[config.mk]
export PLATFORM = sky130hd
export DESIGN_NAME = dlf_lock_ctrl
export DESIGN_NICKNAME = d
export VERILOG_FILES = /design/src/rtl/dlf_ctrl_pkg.sv /design/src/rtl/dlf_err_window.sv /design/src/rtl/dlf_lock_ctrl.sv
export SDC_FILE = /design/constraint.sdc
export NUM_CORES = 1
export LEC_CHECK = 0
export CORE_MARGIN = 10
export CORE_UTILIZATION = 35
export CTS_CLUSTER_SIZE = 40
export DETAILED_ROUTE_END_ITERATION = 7
export GPL_ROUTABILITY_DRIVEN = 1
export GPL_TIMING_DRIVEN = 0
export PLACE_DENSITY = 0.63
export SYNTH_ARGS = -nofsm -noshare
export SYNTH_HDL_FRONTEND = slang
export SYNTH_SLANG_ARGS = --single-unit
[constraint.sdc]
create_clock -name clk -period 5.8 [get_ports clk]
set_clock_uncertainty 0.1 [all_clocks]
set_input_delay 0.87 -clock clk [delete_from_list [all_inputs] [get_ports clk]]
set_output_delay 0.87 -clock clk [all_outputs]
set_load 0.02 [all_outputs]
[src/rtl/dlf_ctrl_pkg.sv]
// dlf_ctrl_pkg: state/gear encodings and default tuning constants for the DLF lock controller
package dlf_ctrl_pkg;
  typedef enum logic [2:0] {
    ST_IDLE,
    ST_FLUSH,
    ST_ACQ_FAST,
    ST_ACQ_MED,
    ST_TRACK,
    ST_LOCKED
  } state_t;
  localparam logic [1:0] GEAR_FAST   = 2'd2;
  localparam logic [1:0] GEAR_MED    = 2'd1;
  localparam logic [1:0] GEAR_NARROW = 2'd0;
  localparam int DEF_WIDTH      = 8;
  localparam int DEF_ACQ_TOL    = 12;
  localparam int DEF_LOCK_TOL   = 4;
  localparam int DEF_UNLOCK_TOL = 16;
  localparam int DEF_SETTLE_CNT = 64;
  localparam int DEF_LOCK_CNT   = 32;
  localparam int DEF_UNLOCK_CNT = 4;
  localparam int DEF_FLUSH_CYC  = 8;
  localparam int DEF_TIMEOUT    = 1024;

  function automatic int imax(input int a, input int b);
    return a > b ? a : b;
  endfunction

  function automatic logic [1:0] gear_of(input state_t s);
    return s == ST_ACQ_MED ? GEAR_MED : (s == ST_TRACK || s == ST_LOCKED) ? GEAR_NARROW : GEAR_FAST;
  endfunction
endpackage

[src/rtl/dlf_err_window.sv]
// dlf_err_window: offset-binary phase error to magnitude, plus acquisition/lock/loss window flags
module dlf_err_window
  import dlf_ctrl_pkg::*;
#(
  parameter int W          = DEF_WIDTH,
  parameter int ACQ_TOL    = DEF_ACQ_TOL,
  parameter int LOCK_TOL   = DEF_LOCK_TOL,
  parameter int UNLOCK_TOL = DEF_UNLOCK_TOL
) (
  input  logic [W-1:0] phase_err,
  output logic         in_acq,
  output logic         in_lock,
  output logic         loss
);
  logic [W-1:0] s, mag;
  assign s = {~phase_err[W-1], phase_err[W-2:0]};
  // unsigned W-bit negate turns the most negative code into +2^(W-1) without wrapping
  assign mag = s[W-1] ? -s : s;
  assign in_acq  = 32'(mag) <= $unsigned(ACQ_TOL);
  assign in_lock = 32'(mag) <= $unsigned(LOCK_TOL);
  assign loss    = 32'(mag) >  $unsigned(UNLOCK_TOL);
endmodule

[src/rtl/dlf_lock_ctrl.sv]
// dlf_lock_ctrl: flush, gear-shifted acquisition, lock detection and loss-of-lock supervision
module dlf_lock_ctrl
  import dlf_ctrl_pkg::*;
#(
  parameter int inout_width = DEF_WIDTH,
  parameter int ACQ_TOL     = DEF_ACQ_TOL,
  parameter int LOCK_TOL    = DEF_LOCK_TOL,
  parameter int UNLOCK_TOL  = DEF_UNLOCK_TOL,
  parameter int SETTLE_CNT  = DEF_SETTLE_CNT,
  parameter int LOCK_CNT    = DEF_LOCK_CNT,
  parameter int UNLOCK_CNT  = DEF_UNLOCK_CNT,
  parameter int FLUSH_CYC   = DEF_FLUSH_CYC,
  parameter int TIMEOUT     = DEF_TIMEOUT
) (
  input  logic                   clk,
  input  logic                   rstn,
  input  logic                   enable,
  input  logic                   err_valid,
  input  logic [inout_width-1:0] phase_err,
  output logic                   filter_rstn,
  output logic [1:0]             gear,
  output logic                   locked,
  output logic                   unlock_pulse,
  output logic                   timeout_pulse
);
  localparam int MAXC = imax(imax(imax(SETTLE_CNT, LOCK_CNT), imax(UNLOCK_CNT, FLUSH_CYC)), TIMEOUT);
  localparam int CW   = $clog2(MAXC + 1);

  state_t        state, nxt;
  logic [CW-1:0] run_cnt, loss_cnt, to_cnt, fl_cnt;
  logic [CW-1:0] run_nx, loss_nx, to_nx, fl_nx;
  logic [CW-1:0] run_inc, loss_inc, to_inc, fl_inc, target;
  logic          in_acq, in_lock, loss, in_win, tp, up;

  dlf_err_window #(
    .W(inout_width), .ACQ_TOL(ACQ_TOL), .LOCK_TOL(LOCK_TOL), .UNLOCK_TOL(UNLOCK_TOL)
  ) u_win (
    .phase_err(phase_err),
    .in_acq(in_acq),
    .in_lock(in_lock),
    .loss(loss)
  );

  assign run_inc  = &run_cnt  ? run_cnt  : run_cnt  + 1'b1;
  assign loss_inc = &loss_cnt ? loss_cnt : loss_cnt + 1'b1;
  assign to_inc   = &to_cnt   ? to_cnt   : to_cnt   + 1'b1;
  assign fl_inc   = &fl_cnt   ? fl_cnt   : fl_cnt   + 1'b1;
  assign in_win   = state == ST_TRACK ? in_lock : in_acq;
  assign target   = state == ST_TRACK ? CW'(LOCK_CNT) : CW'(SETTLE_CNT);

  always_comb begin
    nxt     = state;
    run_nx  = run_cnt;
    loss_nx = loss_cnt;
    to_nx   = to_cnt;
    fl_nx   = fl_cnt;
    tp      = 1'b0;
    up      = 1'b0;
    case (state)
      ST_IDLE: nxt = enable ? ST_FLUSH : ST_IDLE;
      ST_FLUSH: begin
        fl_nx = fl_inc;
        if (fl_cnt == CW'(FLUSH_CYC - 1)) nxt = ST_ACQ_FAST;
      end
      ST_ACQ_FAST, ST_ACQ_MED, ST_TRACK: if (err_valid) begin
        run_nx = in_win ? run_inc : '0;
        to_nx  = to_inc;
        // a window hit on the timeout sample still advances the gear
        if (in_win && run_inc == target)
          nxt = state == ST_ACQ_FAST ? ST_ACQ_MED : state == ST_ACQ_MED ? ST_TRACK : ST_LOCKED;
        else if (to_inc == CW'(TIMEOUT)) begin
          nxt = ST_FLUSH;
          tp  = 1'b1;
        end
      end
      ST_LOCKED: if (err_valid) begin
        loss_nx = loss ? loss_inc : '0;
        if (loss && loss_inc == CW'(UNLOCK_CNT)) begin
          nxt = ST_ACQ_FAST;
          up  = 1'b1;
        end
      end
      default: nxt = ST_IDLE;
    endcase
    if (!enable) begin
      nxt = ST_IDLE;
      tp  = 1'b0;
      up  = 1'b0;
    end
    if (nxt != state) begin
      run_nx  = '0;
      loss_nx = '0;
      to_nx   = '0;
      fl_nx   = '0;
    end
  end

  always_ff @(posedge clk or negedge rstn) begin
    if (!rstn) begin
      state         <= ST_IDLE;
      run_cnt       <= '0;
      loss_cnt      <= '0;
      to_cnt        <= '0;
      fl_cnt        <= '0;
      filter_rstn   <= 1'b0;
      gear          <= GEAR_FAST;
      locked        <= 1'b0;
      unlock_pulse  <= 1'b0;
      timeout_pulse <= 1'b0;
    end else begin
      state         <= nxt;
      run_cnt       <= run_nx;
      loss_cnt      <= loss_nx;
      to_cnt        <= to_nx;
      fl_cnt        <= fl_nx;
      filter_rstn   <= !(nxt inside {ST_IDLE, ST_FLUSH});
      gear          <= gear_of(nxt);
      locked        <= nxt == ST_LOCKED;
      unlock_pulse  <= up;
      timeout_pulse <= tp;
    end
  end
endmodule

After elaboration in Yosys (flattened, before gate mapping)
Cells that the tools add are included.

Input port bits: 12. RAM bits: 0. Memory bits (read-only): 0. Output and inout bits: 6. Flip-flop bits (word level): 53. Latch bits: 0. Logic and storage cells: 94. Memories: 0.

Multiplexer cells: 41. Reduce and logical (&&, ||, !) cells: 19. Equal/unequal tests: 15. Multipliers: 0. Order comparisons: 3. Bitwise gates (word level): 1. Add/sub/neg operators: 5. Shifts and indexed selects: 0. Divide/modulo/power cells: 0.

Operators by type and width (count): 11-bit two-way mux (17); 11-bit by 1-bit adder with 11-bit output (second input constant) (4); 11-bit AND reduction (4); 3-bit two-way mux (8); 11-bit by 3-bit equality test with 1-bit output (second input constant) (2); 3-bit equality test (second input constant) (4); 3-bit one-hot mux with 4 select lines (1); 11-bit equality test (second input constant) (1); 11-bit by 7-bit equality test with 1-bit output (1); 1-bit two-way mux (11); 2-bit nonzero test (5); 3-bit by 2-bit equality test with 1-bit output (second input constant) (3); 8-bit by 5-bit greater-than comparator with 1-bit output (second input constant) (1); 8-bit by 3-bit <= comparator with 1-bit output (second input constant) (1); 8-bit by 4-bit <= comparator with 1-bit output (second input constant) (1); 8-bit two-way mux (1); 8-bit negator (1); 7-bit two-way mux (1); 3-bit by 1-bit equality test with 1-bit output (second input constant) (2); 3-bit zero test (2); 2-bit AND reduction (3); 2-bit two-way mux (2); 3-bit inequality test (1); 3-bit OR reduction (1); 5 further kinds (6).

Logic depth before layout (Yosys ltp)
Gate-level depths: netlist of the first run.

Depth in word-level cells: 14. Gate-level depth with buffers: 11. Depth with buffers taken out: 10.

Modules after synthesis
Synthesis of the first run repeated with hierarchy kept, for this count alone.

Cells, all modules: 444. Area total of the unflattened synthesis: 3748.6 µm².

Modules (own cells, without submodules): dlf_lock_ctrl (sequential area each 1327.5 µm², times used 1, cells an instance 412, area an instance 3498.4 µm²); dlf_err_window (sequential area each 0.0 µm², times used 1, cells an instance 32, area an instance 250.2 µm²).

Worst setup path after synthesis of the first run
No wires, ideal clock.

Path type: input -> register. Start point: input phase_err[0]. End point: register loss_cnt[10]. Setup slack: 2.383 ns. Setup time: 0.136 ns. Cell stages on the path: 11. Path buffers: 1. Arrival time: 3.181 ns. Path through: inv_1 -> ha_1 -> xor2_1 -> o31ai_1 -> maj3_2 -> or4_4 -> nor4_4 -> o211ai_1 -> a2bb2oi_4 -> buf_6 -> nor4_1.

Cells in the longest elaborated chain, start to end: 12. Elaborated cells between the ends (all ways): 22. Those cells by class: add/sub: 1; order compare: 3; eq/ne: 1; mux: 12; reduce/logical: 5.

RTL lines: start, declared (line dlf_lock_ctrl.sv:19) `input logic [inout_width-1:0] phase_err,`; 8-bit negator (line dlf_err_window.sv:18) `assign mag = s[W-1] ? -s : s;`; 8-bit two-way mux * (line dlf_err_window.sv:18); 8-bit by 4-bit <= comparator with 1-bit output / 8-bit by 3-bit <= comparator with 1-bit output (equally long branches) (line dlf_err_window.sv:19, dlf_err_window.sv:20); 1-bit two-way mux (line dlf_lock_ctrl.sv:48) `assign in_win = state == ST_TRACK ? in_lock : in_acq;`; 1-bit logical AND (line dlf_lock_ctrl.sv:69) `if (in_win && run_inc == target)`; 3-bit two-way mux (line dlf_lock_ctrl.sv:69); 3-bit two-way mux (line dlf_lock_ctrl.sv:65) `ST_ACQ_FAST, ST_ACQ_MED, ST_TRACK: if (err_valid) begin`; 3-bit one-hot mux with 4 select lines (line dlf_lock_ctrl.sv:59) `case (state)`; 3-bit two-way mux (line dlf_lock_ctrl.sv:85) `if (!enable) begin`; 3-bit inequality test (line dlf_lock_ctrl.sv:90) `if (nxt != state) begin`; 2-bit nonzero test (no source line); 2-bit AND reduction (no source line); end signal, assigned (line dlf_lock_ctrl.sv:113) `loss_cnt <= loss_nx;`; end, declared (line dlf_lock_ctrl.sv:30) `logic [CW-1:0] run_cnt, loss_cnt, to_cnt, fl_cnt;`.

Mark *: on every way between the ends. The rest lies on a longest branch, timed or not. The select of a mux whose other input is x is not followed. A chain may end at the register's enable or synchronous reset.

Worst setup path in the final report of the first run
Start point: input phase_err[0]. End point: register to_cnt[4].

Cells in the longest elaborated chain, start to end: 12. Elaborated cells between the ends (all ways): 19. Those cells by class: add/sub: 1; order compare: 3; eq/ne: 1; mux: 9; reduce/logical: 5.

RTL lines: 8-bit negator (line dlf_err_window.sv:18); 8-bit two-way mux * (line dlf_err_window.sv:18); 8-bit by 4-bit <= comparator with 1-bit output / 8-bit by 3-bit <= comparator with 1-bit output (equally long branches) (line dlf_err_window.sv:19, dlf_err_window.sv:20); 1-bit two-way mux (line dlf_lock_ctrl.sv:48); 1-bit logical AND (line dlf_lock_ctrl.sv:69); 3-bit two-way mux (line dlf_lock_ctrl.sv:69); 3-bit two-way mux (line dlf_lock_ctrl.sv:65); 3-bit one-hot mux with 4 select lines * (line dlf_lock_ctrl.sv:59); 3-bit two-way mux * (line dlf_lock_ctrl.sv:85); 3-bit inequality test * (line dlf_lock_ctrl.sv:90); 2-bit nonzero test (no source line); 2-bit AND reduction (no source line); end signal, assigned (line dlf_lock_ctrl.sv:114) `to_cnt <= to_nx;`; end, declared (line dlf_lock_ctrl.sv:30).

Mark *: on every way between the ends. The rest lies on a longest branch, timed or not.

==> flow_metrics.env, run 1 <==
export IMPL_p_comb_frac=0.079
export IMPL_cts_tree="yes"
export IMPL_grt_total_usage=0.131
export IMPL_max_slew_worst_pin_slew_ns=0.820
export IMPL_switching_share=0.232
export IMPL_n_fill_cell=1093
export IMPL_antenna_diode_count=0
export IMPL_rrSetupSlack_ns=2.01
export IMPL_cts_sinks=53
export IMPL_gp_congestion=0.940
export IMPL_ys_seq_area_frac=0.336
export IMPL_ir_drop_v=0.000116
export IMPL_pwr_share_clk=0.442
export IMPL_ant_nets=0
export IMPL_fp_dieArea_sq_um=15900
export IMPL_drive_gt1_frac=0.0827
export IMPL_drv_slew=0
export IMPL_drtPass1Iterations=4
export IMPL_post_route_period_util=0.759
export IMPL_crit_required_ns=5.88
export IMPL_slowest_delay_ns=0.58
export IMPL_r2r_start="to_cnt[0]"
export IMPL_tns_ns=0
export IMPL_coreArea_sq_um=10900
export IMPL_placementRows=38
export IMPL_netlist_area_sq_um=3950
export IMPL_drv_cap=0
export IMPL_switchingPower_uw=181
export IMPL_rsz0062_at_grt="no"
export IMPL_power_density_nw_per_um2=175
export IMPL_cts_resized=0
export IMPL_syn_area_per_cell_sq_um=8.37
export IMPL_path_clk_slew_ns=0.07
export IMPL_io_pins=18
export IMPL_final_hold_viol_count=0
export IMPL_pre_cts_ws_ns=1.11
export IMPL_fin_nets=512
export IMPL_die_h_um=126
export IMPL_p_int_uw=600
export IMPL_drt_iter0_markers=220
export IMPL_setup_viol=0
export IMPL_synth_enable_flop_cells=0
export IMPL_synthFlopType="dfrtp_1"
export IMPL_r2r_end="to_cnt[8]"
export IMPL_post_cts_repair_setup_buffers=0
export IMPL_wl_per_cell_um=16.7
export IMPL_vias_per_cell=6.07
export IMPL_clock_insertion_delay_worst_skew_ns=0.29
export IMPL_synth_warnings=0
export IMPL_die_width_um=126
export IMPL_r2r_cells=10
export IMPL_drc=0
export IMPL_synth_cells=472
export IMPL_seq_power_share=0.478
export IMPL_routed_wl_um=10600
export IMPL_first_global_vias=3607
export IMPL_slowest_stage="clkdlybuf4s50_1"
export IMPL_via_count=3859
export IMPL_crit_arrival_ns=4.48
export IMPL_crit_start="phase_err[0]"
export IMPL_io_buffers=15
export IMPL_synth_top_area_share=0.330
export IMPL_crit_path_end="to_cnt[4]"
export IMPL_yosysMostFrequentCell="dfrtp_1"
export IMPL_cts_buffer_depth=2
export IMPL_end_kind="flop"
export IMPL_cts_htree_levels=2
export IMPL_fin_ws_ns=1.40
export IMPL_antenna_found_initial=0
export IMPL_status="finished clean"
export IMPL_syn_nets=489
export IMPL_grt_overflow=0
export IMPL_cts_inserted_buffers=5
export IMPL_cts_hold_buf=0
export IMPL_fin_crit_ns=4.40
export IMPL_synth_largest_area_cell="dfrtp_1"
export IMPL_synth_cell_types=67
export IMPL_synth_common_cells="52 x dfrtp_1, 39 x nand2_1, 37 x nor4_1"
export IMPL_postSynth_asyncResetShare=1.00
export IMPL_synth_area_leaders="dfrtp_1 33%, nor4_1 5.9%, a21oi_1 3.8%"
export IMPL_synth_seq_cells=53
export IMPL_worstPathMaxFanout=10
export IMPL_report_power_total_uw=780
export IMPL_slew_headroom=0.452
export IMPL_worstPathCellList="clkdlybuf4s50_1, inv_1, ha_1, xor2_1, o31ai_1, maj3_2, nor3_2, a31oi_1, o211ai_2, o211ai_1, clkbuf_1, nor4b_1"
export IMPL_max_freq_mhz=227
export IMPL_grt_pass1_wl_um=18200
export IMPL_grt_max_degree=30
export IMPL_hp_class="primary input to asynchronous set/reset pin"
export IMPL_path_class="primary input to flop"
export IMPL_cts_root_buf="clkbuf_16"
export IMPL_hpwlAfterDp_um=7640
export IMPL_syn2layout_area_growth_pct=12.9
export IMPL_power_leakage_uw=0.00170
export IMPL_critPathLaunchType="primary input"
export IMPL_start_util=0.361
==> sequential cells by signal, indices dropped and copies added (netlist names) <==
register,count
timeout_pulse,1
to_cnt,11
filter_rstn,1
state,3
run_cnt,11
locked,1
loss_cnt,11
unlock_pulse,1
gear,2
fl_cnt,11
==> power by group through the flow <==
| stage | Combinational [uW] | Clock [uW] | Sequential (uW) |
|---|---|---|---|
| after global routing | 69.7 | 367 | 373 |
| after floorplan | 34.7 | 0 | 380 |
| after CTS | 62.9 | 353 | 373 |
| after detailed placement | 62.5 | 0 | 380 |
| after global placement | 60.3 | 0 | 380 |
| final | 62.0 | 345 | 373 |
==> worst min path at each step <==
stage | start | to | slack [ns] | cells after the start
final | rstn | run_cnt[5] | 0.48 | 1
after global routing | rstn | run_cnt[1] | 0.51 | 1
after CTS | rstn | run_cnt[1] | 0.50 | 1
after detailed placement | fl_cnt[0] | fl_cnt[0] | 0.48 | 2
after global placement | fl_cnt[0] | fl_cnt[0] | 0.47 | 2
after floorplan | fl_cnt[0] | fl_cnt[0] | 0.45 | 2
==> stage by stage <==
step / hold slack, ns / instance area (sq um) / cells / utilization
CTS: 0.495 / 4460 / 636 / 0.408
global route: 0.512 / 4460 / 636 / 0.408
global placement: 0.470 / 4270 / 627 / 0.391
detailed placement: 0.478 / 4290 / 628 / 0.392
finish: 0.477 / 4460 / 636 / 0.408
floorplan: 0.446 / 3950 / 472 / -
==> worst max-delay path, delay by kind of cell <==
family          cells  cell delay (ns)
compound gates      4             0.90
fa+ha+maj           2             0.58
simple gates        2             0.90
buf+inv             3             1.00
xor+xnor            1             0.22
==> logic make-up (layout without fill, tap and decap cells) <==
group / after synthesis / count (layout) / share of synthesized area
buffers and inverters: 45 / 69 / 0.0529
DFF: 53 / 53 / 0.336
and+or+nand+nor: 227 / 227 / 0.339
adders and majority gates: 6 / 6 / 0.0187
AOI/OAI and AO/OA: 116 / 116 / 0.196
muxes: 6 / 6 / 0.0152
xor gates and xnor gates: 19 / 19 / 0.0421
==> metal layers <==
metal	vias up	GRT usage	wire length (um)
met4	0	0.0375	148
met5	-	0	0
met3	15	0.0193	416
met2	104	0.214	5010
met1	1866	0.174	5020
li1	1874	-	-
==> cells in the final DEF, fill, tap and decap left out, drive strengths merged, types with 17 or more instances in the layout <==
cell and instances:
nor2 26, clkbuf 26, nand3 21, a21oi 30, nand2 39, o21ai 27
nor4 39, dfrtp 52, nor3 19, nand4 17
==> layout make-up <==
class | instances | area [sq um] | area share
plain buffers | 32 | 160 | 0.0359
inverters | 13 | 48.8 | 0.0109
flip-flops and latches | 53 | 1330 | 0.298
clock inverters | 2 | 38.8 | 0.00870
well taps | 140 | 175 | 0.0393
multi-input cells | 374 | 2410 | 0.541
repair buffers | 16 | 165 | 0.0371
clock buffers | 6 | 129 | 0.0289
Power figures use the tool's default switching activity.
==> run 2, diff against run 1 <==
PLACE_DENSITY = 0.65   (was 0.63)
clock period = 3.8 ns   (was 5.8 ns; I/O delays follow)
==> run 2 against run 1 <==
  * Worst hold slack got worse by 0.30 ns
  * Sequential cell count did not move
  * Register-to-register slack got worse by 1.7 ns
  * First-iteration DRC count rose by 38%
  * Die area did not move
  * Highest routed layer unchanged
==> flow_metrics.env, run 2 (same netlist as run 1, synthesis figures left out) <==
export IMPL_rsz0062_at_grt="no"
export IMPL_antenna_diode_count=0
export IMPL_io_pins=18
export IMPL_drv_cap=0
export IMPL_power_density_nw_per_um2=279
export IMPL_critPathLaunchType="primary input"
export IMPL_cts_sinks=53
export IMPL_report_power_total_uw=1280
export IMPL_grt_total_usage=0.132
export IMPL_r2r_start="run_cnt[0]"
export IMPL_seq_power_share=0.446
export IMPL_pwr_share_clk=0.473
export IMPL_wl_per_cell_um=16.9
export IMPL_via_count=3905
export IMPL_first_global_vias=3618
export IMPL_p_int_uw=985
export IMPL_p_comb_frac=0.081
export IMPL_drt_iter0_markers=303
export IMPL_fin_crit_ns=3.53
export IMPL_cts_inserted_buffers=5
export IMPL_dr_max_layer_used="met4"
export IMPL_r2r_cells=12
export IMPL_vias_per_cell=6.08
export IMPL_crit_required_ns=3.87
export IMPL_switching_share=0.228
export IMPL_hp_class="primary input to asynchronous set/reset pin"
export IMPL_coreArea_sq_um=10900
export IMPL_antenna_found_initial=0
export IMPL_drv_slew=0
export IMPL_path_clk_slew_ns=0.08
export IMPL_r2r_end="run_cnt[5]"
export IMPL_power_leakage_uw=0.00178
export IMPL_start_util=0.361
export IMPL_fin_ws_ns=0.268
export IMPL_grt_overflow=0
export IMPL_cts_htree_levels=2
export IMPL_worstPathMaxFanout=10
export IMPL_gp_congestion=0.942
export IMPL_route_met3_wl_um=576
export IMPL_cts_root_buf="clkbuf_16"
export IMPL_placed_cells_incl_taps=628
export IMPL_post_route_period_util=0.929
export IMPL_path_class="primary input to flop"
export IMPL_crit_arrival_ns=3.60
export IMPL_max_freq_mhz=283
export IMPL_clock_insertion_delay_worst_skew_ns=0.30
export IMPL_io_buffers=15
export IMPL_rrSetupSlack_ns=0.31
export IMPL_slew_headroom=0.481
export IMPL_final_hold_viol_count=0
export IMPL_drive_gt1_frac=0.118
export IMPL_dr_wl_met2_um=4960
export IMPL_placementRows=38
export IMPL_hpwlAfterDp_um=7790
export IMPL_die_h_um=126
export IMPL_fin_util=0.419
export IMPL_placed_area_sq_um=4290
export IMPL_stdcell_area_sq_um=4580
export IMPL_drc=0
export IMPL_switchingPower_uw=291
export IMPL_fin_nets=518
export IMPL_routed_wl_um=10900
export IMPL_syn2layout_area_growth_pct=15.9
export IMPL_final_cell_mix="52 x dfrtp_1, 39 x nand2_1, 36 x nor4_1"
export IMPL_ir_drop_v=0.000211
export IMPL_max_slew_worst_pin_slew_ns=0.777
export IMPL_grt_pass1_wl_um=18100
export IMPL_grt_max_degree=30
export IMPL_fp_dieArea_sq_um=15900
export IMPL_stdcell_count=642
export IMPL_layout_commonest_cell="dfrtp_1"
export IMPL_end_kind="flop"
export IMPL_die_width_um=126
export IMPL_n_fill_cell=1109
export IMPL_ant_nets=0
export IMPL_status="finished clean"
export IMPL_wl_met1_um=5210
export IMPL_drtPass1Iterations=4
export IMPL_pre_cts_ws_ns=-0.609
export IMPL_setup_viol=0
export IMPL_cts_tree="yes"
export IMPL_cts_buffer_depth=2
## run 2: how the worst max path moves through the flow
stage                 start      endpoint  cells past startpoint
2_1_floorplan    run_cnt[0]  loss_cnt[10]                     10
3_3_place_gp   phase_err[0]   loss_cnt[3]                     12
3_5_place_dp   phase_err[0]     to_cnt[4]                     12
4_1_cts        phase_err[0]     to_cnt[7]                     13
5_1_grt        phase_err[1]    run_cnt[7]                     12
6_report       phase_err[1]  loss_cnt[10]                     12
## run 2: what timing repair did
action | in CTS | in global routing
endpoints found under the hold margin | 0 | 0
buffers inserted | 3 | 3
gates resized for setup | 5 | 11
setup endpoints to repair | 42 | 44
hold buffers | 0 | 0
pin swaps | 2 | 4
## run 2: power groups by stage
stage | clock network, uW | logic (uW) | registers (uW)
global route | 636 | 114 | 570
global placement | 0 | 91.6 | 581
detailed placement | 0 | 97.1 | 581
floorplan | 0 | 53.0 | 580
finish | 604 | 103 | 570
CTS | 614 | 100 | 569
## run 2: final cells by class
class / count / area, sq um / share of cell area
Clock inverter: 3 / 68.8 / 0.0150
Timing Repair Buffer: 22 / 213 / 0.0465
Clock buffer: 5 / 125 / 0.0273
Inverter: 13 / 48.8 / 0.0107
Buffer: 32 / 165 / 0.0361
Tap cell: 140 / 175 / 0.0383
Sequential cell: 53 / 1330 / 0.290
Multi-Input combinational cell: 374 / 2450 / 0.536
## run 2: layer usage
metal	vias up	global-route usage
met5	-	0
met4	0	0.0288
met3	12	0.0193
met2	116	0.206
met1	1884	0.186
li1	1893	-
## run 2: per-stage QoR
stage	hold WS (ns)	TNS, ns
2_1_floorplan	0.174	0
3_3_place_gp	0.463	-19.45
3_5_place_dp	0.495	-22.71
4_1_cts	0.206	0
5_1_grt	0.221	0
6_report	0.173	0
## run 2: critical path, cell delays in order
cell and delay, ns:
clkdlybuf4s50_1 0.56, inv_1 0.07, ha_1 0.25, xor2_2 0.19, o31ai_1 0.11, maj3_2 0.35
or4_4 0.54, nor4_4 0.22, o211ai_1 0.18, a2bb2oi_4 0.29, buf_6 0.20, nor4_1 0.07
